--- src/rtl/sync_fifo_param.sv ---
// Parametrised single-clock FIFO with occupancy count, programmable almost-flags,
// sticky overflow/underflow errors and a one-cycle read-valid strobe.
module sync_fifo_param #(
    parameter int DATA_WIDTH = 8,
    parameter int ADDR_WIDTH = 3,
    parameter int AF_LEVEL   = 6,
    parameter int AE_LEVEL   = 2
) (
    input  logic                  Clk,
    input  logic                  Rst,
    input  logic                  EN,
    input  logic                  WR,
    input  logic [DATA_WIDTH-1:0] dataIn,
    input  logic                  RD,
    output logic [DATA_WIDTH-1:0] dataOut,
    output logic                  dataValid,
    output logic [ADDR_WIDTH:0]   Count,
    output logic                  EMPTY,
    output logic                  FULL,
    output logic                  ALMOST_EMPTY,
    output logic                  ALMOST_FULL,
    output logic                  OVERFLOW,
    output logic                  UNDERFLOW
);

    localparam int DEPTH = 2 ** ADDR_WIDTH;
    localparam int CW    = ADDR_WIDTH + 1;

    logic [DATA_WIDTH-1:0] mem [DEPTH];

    logic [ADDR_WIDTH-1:0] wptr_q, wptr_d;
    logic [ADDR_WIDTH-1:0] rptr_q, rptr_d;
    logic [CW-1:0]         count_q, count_d;
    logic [DATA_WIDTH-1:0] dout_q, dout_d;
    logic                  dvalid_q, dvalid_d;
    logic                  ovf_q, ovf_d;
    logic                  unf_q, unf_d;
    logic                  wr_ok, rd_ok;
    logic                  full, empty;

    assign empty = (count_q == '0);
    assign full  = (count_q == CW'(DEPTH));

    always_comb begin
        wptr_d   = wptr_q;
        rptr_d   = rptr_q;
        count_d  = count_q;
        dout_d   = dout_q;
        dvalid_d = 1'b0;
        ovf_d    = ovf_q;
        unf_d    = unf_q;
        wr_ok    = 1'b0;
        rd_ok    = 1'b0;
        if (EN) begin
            // A full FIFO still takes a write when a read frees a slot this cycle.
            wr_ok = WR && (!full || RD);
            rd_ok = RD && !empty;
            if (wr_ok) wptr_d = wptr_q + 1'b1;
            if (rd_ok) begin
                rptr_d   = rptr_q + 1'b1;
                dout_d   = mem[rptr_q];
                dvalid_d = 1'b1;
            end
            case ({wr_ok, rd_ok})
                2'b10:   count_d = count_q + 1'b1;
                2'b01:   count_d = count_q - 1'b1;
                default: count_d = count_q;
            endcase
            if (WR && full && !RD) ovf_d = 1'b1;
            if (RD && empty)       unf_d = 1'b1;
        end
    end

    always_ff @(posedge Clk) begin
        if (Rst) begin
            wptr_q   <= '0;
            rptr_q   <= '0;
            count_q  <= '0;
            dout_q   <= '0;
            dvalid_q <= 1'b0;
            ovf_q    <= 1'b0;
            unf_q    <= 1'b0;
        end else begin
            wptr_q   <= wptr_d;
            rptr_q   <= rptr_d;
            count_q  <= count_d;
            dout_q   <= dout_d;
            dvalid_q <= dvalid_d;
            ovf_q    <= ovf_d;
            unf_q    <= unf_d;
        end
    end

    // Storage is deliberately not reset; only the pointers define what is valid.
    always_ff @(posedge Clk) begin
        if (!Rst && wr_ok) mem[wptr_q] <= dataIn;
    end

    assign dataOut      = dout_q;
    assign dataValid    = dvalid_q;
    assign Count        = count_q;
    assign EMPTY        = empty;
    assign FULL         = full;
    assign ALMOST_EMPTY = (count_q <= CW'(AE_LEVEL));
    assign ALMOST_FULL  = (count_q >= CW'(AF_LEVEL));
    assign OVERFLOW     = ovf_q;
    assign UNDERFLOW    = unf_q;

endmodule

--- config.mk ---
export PLATFORM = sky130hd
export DESIGN_NAME = sync_fifo_param
export DESIGN_NICKNAME = d
export VERILOG_FILES = /design/src/rtl/sync_fifo_param.sv
export SDC_FILE = /design/constraint.sdc
export NUM_CORES = 1
export LEC_CHECK = 0
export CAP_MARGIN = 20
export CORE_MARGIN = 10
export CORE_UTILIZATION = 40
export CTS_CLUSTER_DIAMETER = 120
export DETAILED_ROUTE_END_ITERATION = 10
export PLACE_DENSITY = 0.65
export SKIP_CTS_REPAIR_TIMING = 1
export SLEW_MARGIN = 5
export SYNTH_ARGS = -nofsm -noshare
export SYNTH_HDL_FRONTEND = slang
export SYNTH_SLANG_ARGS = --single-unit
--- constraint.sdc ---
create_clock -name Clk -period 5.35 [get_ports Clk]
set_input_delay 1.07 -clock Clk [delete_from_list [all_inputs] [get_ports Clk]]
set_output_delay 1.07 -clock Clk [all_outputs]
set_load 0.03 [all_outputs]
==> results of run 1 <==
flip-flops by register name, indices dropped and copies added (netlist names):
signal and count:
mem 64, dataOut 8, UNDERFLOW 1, Count 4, OVERFLOW 1, dataValid 1, wptr_q 3, rptr_q 3
layout make-up:
type / instances / area [sq um] / area share (%)
flip-flops and latches: 85 / 2340 / 57.8
multi-input cells: 110 / 990 / 24.4
repair buffers: 37 / 355 / 8.78
clock buffers: 11 / 141 / 3.49
well taps: 105 / 131 / 3.24
clock inverters: 5 / 73.8 / 1.82
inverters: 4 / 15.0 / 0.371
metal layers:
layer,wire (um),vias up,GRT usage [%]
met5,0,-,0
met3,388,6,3.99
met1,2750,915,12.6
met4,64,0,3.05
met2,3300,40,17.6
li1,-,892,-
cells by family (layout without fill, tap and decap cells):
| kind of cell | count (synthesis) | after routing | synth area share [%] |
|---|---|---|---|
| mux | 19 | 19 | 11.4 |
| flops | 85 | 85 | 68.5 |
| compound gates | 22 | 22 | 4.76 |
| xor+xnor | 7 | 7 | 1.79 |
| simple gates | 57 | 57 | 8.82 |
| fa+ha+maj | 5 | 5 | 1.83 |
| buf+inv | 16 | 57 | 2.82 |
worst paths after layout:
kind / start / endpoint / slack (ns)
worst max register to register: Count[0]$_SDFFE_PP0P_ / Count[3]$_SDFFE_PP0P_ / 2.63
worst min register to register: UNDERFLOW$_SDFFE_PP0P_ / UNDERFLOW$_SDFFE_PP0P_ / 0.48
worst min-delay path: UNDERFLOW$_SDFFE_PP0P_ / UNDERFLOW$_SDFFE_PP0P_ / 0.48
worst max-delay path: Count[0]$_SDFFE_PP0P_ / EMPTY / 2.06
synthesized netlist by cell type (2+ instances only):
| cell | n | share of area, % |
|---|---|---|
| mux2i_1 | 3 | 0.88 |
| buf_6 | 3 | 0.99 |
| o2111ai_1 | 3 | 0.77 |
| o22ai_1 | 8 | 1.5 |
| nor3_1 | 11 | 1.6 |
| o21ai_0 | 2 | 0.29 |
| clkbuf_1 | 2 | 0.22 |
| and2_1 | 3 | 0.55 |
| ha_1 | 5 | 1.8 |
| edfxtp_1 | 64 | 56 |
| xor2_1 | 3 | 0.77 |
| xnor2_1 | 4 | 1.0 |
| buf_2 | 4 | 0.59 |
| mux4_2 | 16 | 11 |
| dfxtp_1 | 21 | 12 |
| nor2b_1 | 2 | 0.37 |
| nor2_1 | 25 | 2.7 |
| nand2_1 | 3 | 0.33 |
| inv_1 | 4 | 0.44 |
| nand4b_1 | 2 | 0.51 |
| nand3_2 | 2 | 0.59 |
| a21oi_1 | 3 | 0.44 |
where the power goes:
| part | internal (mW) | leakage (nW) | switching, mW | total (mW) |
|---|---|---|---|---|
| combinational | 0.0690 | 0.468 | 0.0862 | 0.155 |
| clock | 0.273 | 0.111 | 0.215 | 0.487 |
| sequential | 0.722 | 0.747 | 0.0136 | 0.736 |
| total | 1.06 | 1.33 | 0.314 | 1.38 |
cells in the final DEF, fill, tap and decap left out, types with 2 or more instances in the layout:
master and count:
edfxtp_1 64, clkdlybuf4s50_1 31, nor2_1 25, dfxtp_1 21
mux4_2 16, nor3_1 10, clkbuf_8 10, o22ai_1 8
buf_4 6, ha_1 5, inv_1 4, xnor2_1 4
and2_1 3, xor2_1 3, o2111ai_1 3, nand2_1 3
a21oi_1 3, mux2i_1 3, o21ai_0 2, nor2b_1 2
nand3_2 2, nand4b_1 2, clkinv_2 2, bufinv_16 2
metrics by stage:
stage / hold WS (ns) / setup WS, ns / utilization [%] / instance area (sq um)
final: 0.477 / 2.06 / 49.0 / 4050
after global routing: 0.511 / 1.97 / 49.0 / 4050
after CTS: 0.486 / 2.03 / 49.0 / 4050
after detailed placement: 0.463 / 2.06 / 46.4 / 3830
after global placement: 0.450 / 1.97 / 46.1 / 3810
after floorplan: 0.547 / 2.69 / - / 3420
worst max-delay path, stage by stage (launching register included):
cell             delay, ns
dfxtp_1               0.40
or4_1                 0.67
inv_1                 0.12
clkdlybuf4s50_1       0.67
==> key figures, run 1 <==
Power and ir drop
  • P_leak: 1.33 nW
  • Max VDD drop: roughly 0.00018 V
  • Pwr Density: around 340 mW/mm^2
  • Pwr Total: 1.38 mW

Place
  • Port buffer count: 31
  • HPWL Detailed: approximately 4300 um
  • GP Congestion: 0.742
  • Placed Instances: 341

Clocking
  • Worst-Skew Late Latency: 0.35 ns
  • Total CTS buffers: 9
  • Root Driver: clkbuf_8
  • CTS H-Tree Depth: 3
  • TritonCTS clock tree: done
  • Clock sinks: 85
  • Clock Path Buffers: 2
  • Worst-path clk slew: ~0.090 ns

Routing
  • Starting DRT DRC Count: 84
  • Post-route ant nets: 0
  • Number of remaining DRC errors: 0
  • Vias: 1853
  • Vias per Instance: 5.19
  • WL/cell: roughly 18 um
  • DRT Wirelength: 6510 um
  • Pre-antenna DRT Iters: 4

GRT
  • Initial antenna violation count: 0
  • First-pass GRT wire length: 10400 um
  • Largest net degree at the start of global routing: 28
  • Vias in the first global route: between 1.5k and 2k
  • Global-route usage over all layers: 10.6%
  • GRT Residual Overflow: 0

Die
  • Die Area: between 0.01 and 0.015 sq mm
  • Die Width: 112 um
  • Die Span Y: about 110 um
  • Core box area: a little over 0.008 sq mm
  • Initial Utilization: 41.4%
  • I/O pin count: 32
  • Placement Rows: 33

Timing
  • Worst slew pin tran: roughly 0.95 ns
  • RSZ-0062 raised after global routing: false
  • Final setup violation count: 0
  • Crit path time final: 3.29 ns
  • Slew HR: 36.6%
  • Final TNS setup: 0 ns
  • Slew Viols, Final: 0
  • Skew final: 0.0121 ns
  • Fmax: 304 MHz
  • Tcrit/Tclk final: 61.5%
  • Final Hold Fails: 0

Synth
  • Netlist Area Pre-Place: 0.00342 sq mm
  • Syn Nets: 229
  • Ys async rst share: 0%
  • Top_reg_cell synth: edfxtp_1
  • Number of synthesized flops with an enable pin: 64
  • Yosys warns: 0
  • Synth Instances: roughly 210
  • Post-synthesis sequential area ratio: 68.5%
  • Cell variety after synth: 40
  • #FFs+latches synth: 85
  • Avg Inst Size Synth: roughly 16 sq um

Final layout
  • Antenna cells: 0
  • Filler cells: 722
  • Synth-to-layout area growth: 18.5%
  • Post-Layout Cell Count: 357
  • Layout cells sized above 1: 17.9%
  • Final-stage net count: 265

Setup path
  • CP Launch Type: flop
  • CP arrival: 2.22 ns
  • Setup CP Type: flop to primary output
  • CP endpoint kind: primary output
  • Worst path required time: between 4 and 5 ns
  • Maximum fanout along the worst path: 8
  • R2R cell count: 7

Job
  • Max-cap viol count: 0

Run status
  • Status: complete, no violations

Hold path
  • Worst hold path depth: 2
  • Hold Crit Class: flop to flop
Power figures use the tool's default switching activity.
==> run 2: changes to the inputs <==
==> constraint.sdc (replaced) <==
create_clock -name Clk -period 3.2 [get_ports Clk]
set_input_delay 0.64 -clock Clk [delete_from_list [all_inputs] [get_ports Clk]]
set_output_delay 0.64 -clock Clk [all_outputs]
set_load 0.03 [all_outputs]
==> key figures, run 2 (synthesized netlist as in run 1, its figures left out) <==
GRT
  • GRT Residual Overflow: 0
  • Initial antenna violation count: 0
  • Vias in the first global route: 1872
  • Global-route usage over all layers: 10.5%
  • First-pass GRT wire length: 10300 um
  • Largest net degree at the start of global routing: 22

Setup path
  • Maximum fanout along the worst path: 11
  • R2r endpoint: Count[3]$_SDFFE_PP0P_
  • R2R cell count: 7
  • Critical path startpoint: Count[1]$_SDFFE_PP0P_
  • CP endpoint kind: primary output
  • Worst path cell trace: or4_1 -> inv_1 -> clkdlybuf4s50_1
  • Worst path required time: 2.56 ns
  • CP peak stage delay: about 0.68 ns
  • R2R setup slack: 0.52 ns
  • CP Launch Type: flop
  • Setup CP Type: flop to primary output
  • Crit Reg-Reg Startpoint: Count[1]$_SDFFE_PP0P_
  • Slowest CP cell: clkdlybuf4s50_1
  • CP arrival: 2.21 ns

Power and ir drop
  • Flop pwr share: 57.8%
  • Max VDD drop: 0.000316 V
  • Gate power share: 12.3%
  • Sw Share: 24.7%
  • NetSw: 0.525 mW
  • Pwr Density: 526 mW/mm^2
  • Clock Power Share: a little under a third
  • Internal power: ~1.6 mW
  • P_leak: 1.33 nW

Job
  • Max-cap viol count: 0

Timing
  • Skew final: 0.00634 ns
  • Final setup violation count: 0
  • Fmax: 351 MHz
  • Tcrit/Tclk final: between 80 and 90%
  • Worst slew pin tran: 0.883 ns
  • Slew HR: 41.1%
  • RSZ-0062 raised after global routing: false
  • Final Hold Fails: 0
  • Slew Viols, Final: 0
  • Final TNS setup: 0 ns
  • Crit path time final: 2.85 ns
  • Fin Hold WS: approximately 0.48 ns

Routing
  • DR WL met3: ~320 um
  • Pre-antenna DRT Iters: 5
  • Highest Signal Layer: met4
  • DRT Wirelength: 6330 um
  • Starting DRT DRC Count: 93
  • Wl on met1: roughly 2700 um
  • Post-route ant nets: 0
  • Number of remaining DRC errors: 0
  • Met2 wire len: 3210 um
  • Vias per Instance: 5.12
  • WL/cell: 17.4 um
  • Vias: around 1.9k

Die
  • I/O pin count: 32
  • Core box area: 0.00826 sq mm
  • Die Span Y: around 110 um
  • Placement Rows: 33
  • Die Width: 112 um
  • Initial Utilization: 41.4%
  • Die Area: 0.0126 sq mm

Clocking
  • Clock Path Buffers: 2
  • Clock sinks: 85
  • Worst-Skew Late Latency: 0.34 ns
  • Total CTS buffers: 9
  • CTS H-Tree Depth: 3
  • Root Driver: clkbuf_8
  • Worst-path clk slew: 0.08 ns
  • TritonCTS clock tree: done

Final layout
  • Final-stage net count: 272
  • Most common cell after layout, fill and taps aside: edfxtp_1
  • Layout cells sized above 1: 19.7%
  • Max reg flops: 64
  • Antenna cells: 0
  • Commonest non-fill, non-tap cells in the layout: edfxtp_1, clkdlybuf4s50_1, nor2_1, dfxtp_1, mux4_2
  • Area of the multi-input gates: 985 sq um
  • Filler cells: 717
  • Sequential standard cell area: approximately 0.0023 sq mm
  • Largest Register: mem
  • Synth-to-layout area growth: 18.5%

Place
  • Port buffer count: 31
  • GP Congestion: 0.712
  • HPWL Detailed: 4270 um

Hold path
  • Hold Crit Class: flop to flop
  • Hold path endpoint: UNDERFLOW$_SDFFE_PP0P_
  • HP Start: UNDERFLOW$_SDFFE_PP0P_
  • Worst hold path depth: 2

Run status
  • Status: complete, no violations
run 2: cell count changes in the layout (fill, tap and decap cells not counted), sizes merged:
cell / change
clkbuf: -1
clkinvlp: +3
buf: +7
bufinv: -2
run 2: worst max-delay path, delay by kind of cell (launching register included):
kind                   cells  cell delay [ns]
buffers and inverters      2             0.80
DFF                        1             0.42
and+or+nand+nor            1             0.65
run 2: power by group through the flow:
stage	logic [mW]	registers, mW	clock network [mW]
3_5_place_dp	0.265	1.26	0
5_1_grt	0.286	1.23	0.710
3_3_place_gp	0.262	1.25	0
2_1_floorplan	0.145	1.28	0
6_report	0.261	1.23	0.638
4_1_cts	0.266	1.23	0.664
run 2: area by class of cell:
class	instances	share of cell area (%)
Sequential cell	85	57.8
Multi-Input combinational cell	110	24.3
Timing Repair Buffer	44	10.1
Tap cell	105	3.24
Clock buffer	10	3.15
Clock inverter	6	0.989
Inverter	4	0.371
run 2: stage by stage:
stage	utilization [%]	power (mW)	worst slack, ns	instance area [sq um]	cells
3_3_place_gp	47.0	1.52	0.418	3880	348
5_1_grt	49.0	2.23	0.228	4050	364
2_1_floorplan	-	1.43	0.583	3420	211
3_5_place_dp	47.0	1.52	0.356	3880	348
6_report	49.0	2.13	0.347	4050	364
4_1_cts	49.0	2.16	0.324	4050	364
run 2: per-layer routing:
metal / GRT usage [%] / up-vias
met3: 4.37 / 7
met4: 2.54 / 0
met1: 12.3 / 921
met2: 17.6 / 31
li1: - / 904
met5: 0 / -
run 2: worst max path at each step:
stage                     slack, ns  cells after the start                    end
after global routing           0.23                      3                  EMPTY
final                          0.35                      3                  EMPTY
after CTS                      0.32                      3                  EMPTY
after floorplan                0.58                     11  Count[2]$_SDFFE_PP0P_
after detailed placement       0.36                      7  Count[3]$_SDFFE_PP0P_
after global placement         0.42                      7  Count[3]$_SDFFE_PP0P_
==> run 3: changes to the inputs <==
==> constraint.sdc (replaced) <==
create_clock -name Clk -period 3.2 [get_ports Clk]
set_input_delay 0.48 -clock Clk [delete_from_list [all_inputs] [get_ports Clk]]
set_output_delay 0.48 -clock Clk [all_outputs]
set_load 0.03 [all_outputs]
==> key figures, run 3 (synthesized netlist as in run 1, its figures left out) <==
Hold path
  • Hold Crit Class: flop to flop
  • Hold path endpoint: UNDERFLOW$_SDFFE_PP0P_
  • HP Start: UNDERFLOW$_SDFFE_PP0P_
  • Worst hold path depth: 2

Final layout
  • Largest Register: mem
  • Filler cells: 721
  • Final-stage net count: ~270
  • Layout cells sized above 1: between 10% and 20%
  • Most common cell after layout, fill and taps aside: edfxtp_1
  • Commonest non-fill, non-tap cells in the layout: edfxtp_1, clkdlybuf4s50_1, nor2_1, dfxtp_1, mux4_2
  • Max reg flops: 64
  • Antenna cells: 0
  • Synth-to-layout area growth: 19.7%

Routing
  • DRT Wirelength: 6750 um
  • Starting DRT DRC Count: 67
  • Post-route ant nets: 0
  • WL/cell: between 15 and 20 um
  • Number of remaining DRC errors: 0
  • Met2 wire len: 3260 um
  • Highest Signal Layer: met4
  • Vias per Instance: 5.17
  • Pre-antenna DRT Iters: 4
  • Vias: 1875
  • Wl on met1: 3130 um
  • DR WL met3: roughly 260 um

Power and ir drop
  • Max VDD drop: 0.000269 V
  • Pwr Density: 563 mW/mm^2
  • P_leak: 1.35 nW
  • Pwr Total: 2.30 mW

Setup path
  • CP arrival: roughly 2.2 ns
  • Crit Reg-Reg Startpoint: Count[1]$_SDFFE_PP0P_
  • Maximum fanout along the worst path: 11
  • R2R cell count: 7
  • CP endpoint kind: primary output
  • R2R setup slack: 0.54 ns
  • Worst path required time: 2.72 ns
  • R2r endpoint: Count[3]$_SDFFE_PP0P_
  • Setup CP Type: flop to primary output
  • CP Launch Type: flop

Run status
  • Status: complete, no violations

GRT
  • Global-route usage over all layers: 11.0%
  • Vias in the first global route: 1866
  • GRT Residual Overflow: 0
  • First-pass GRT wire length: 10800 um
  • Largest net degree at the start of global routing: 22
  • Initial antenna violation count: 0

Die
  • Core box area: 0.00826 sq mm
  • Die Width: 112 um
  • Die Area: 0.0126 sq mm
  • Initial Utilization: ~41%
  • Placement Rows: 33
  • I/O pin count: 32
  • Die Span Y: 112 um

Timing
  • Fin Hold WS: 0.478 ns
  • Fmax: 371 MHz
  • Skew final: 0.0113 ns
  • Final setup violation count: 0
  • Crit path time final: 2.69 ns
  • Final TNS setup: 0 ns
  • RSZ-0062 raised after global routing: false
  • Slew HR: 40.0%
  • Slew Viols, Final: 0
  • Worst slew pin tran: roughly 0.90 ns
  • Final Hold Fails: 0
  • Tcrit/Tclk final: 84.2%

Clocking
  • Total CTS buffers: 9
  • Worst-Skew Late Latency: 0.35 ns
  • TritonCTS clock tree: done
  • Clock sinks: between 80 and 90
  • Worst-path clk slew: roughly 0.08 ns
  • CTS H-Tree Depth: 3
  • Root Driver: clkbuf_8
  • Clock Path Buffers: 2

Place
  • Port buffer count: 31
  • GP Congestion: approximately 0.7
  • HPWL Detailed: roughly 4300 um

Job
  • Max-cap viol count: 0
[run 3: cell count changes in the layout (fill, tap and decap cells not counted), sizes merged]
cell	change
clkinv	-3
clkinvlp	-1
bufinv	+2
buf	-1
clkbuf	+1
inv	+1
[run 3: worst max-delay path by stage]
| stage | endpoint | slack, ns | start |
|---|---|---|---|
| final | EMPTY | 0.51 | Count[1]$_SDFFE_PP0P_ |
| after global routing | Count[3]$_SDFFE_PP0P_ | 0.42 | Count[0]$_SDFFE_PP0P_ |
| after CTS | EMPTY | 0.48 | Count[0]$_SDFFE_PP0P_ |
| after detailed placement | Count[3]$_SDFFE_PP0P_ | 0.52 | RD |
| after global placement | Count[3]$_SDFFE_PP0P_ | 0.59 | RD |
| after floorplan | Count[2]$_SDFFE_PP0P_ | 0.58 | Count[1]$_SDFFE_PP0P_ |
[run 3: area by class of cell]
type / instances / area [sq um] / area share [%]
inverter: 4 / 15.0 / 0.367
multi-input combinational: 110 / 985 / 24.1
clock buffer: 11 / 131 / 3.21
sequential: 85 / 2340 / 57.3
tap: 105 / 131 / 3.21
timing repair buffer: 43 / 400 / 9.79
clock inverter: 5 / 83.8 / 2.05
[run 3: per-stage QoR]
step                      cell area [sq um]  instances  util [%]  setup slack (ns)
final                                  4090        363      49.5             0.506
after floorplan                        3420        211         -             0.583
after global routing                   4090        363      49.5             0.420
after CTS                              4090        363      49.5             0.480
after global placement                 3870        347      46.9             0.591
after detailed placement               3870        347      46.9             0.520
[run 3: power by group]
group,switching (mW),internal (mW)
clock network,0.369,0.443
registers,0.0223,1.21
logic,0.146,0.116
[run 3: worst max-delay path, stage by stage (launching register included)]
cell and delay, ns:
dfxtp_1 0.42, or4_1 0.64, inv_1 0.12, clkdlybuf4s50_1 0.68
[run 3: metal layers]
| metal | up-vias | GRT usage, % |
|---|---|---|
| met2 | 26 | 17.2 |
| met3 | 11 | 3.89 |
| met4 | 0 | 3.98 |
| met1 | 936 | 13.7 |
| li1 | 902 | - |
| met5 | - | 0 |
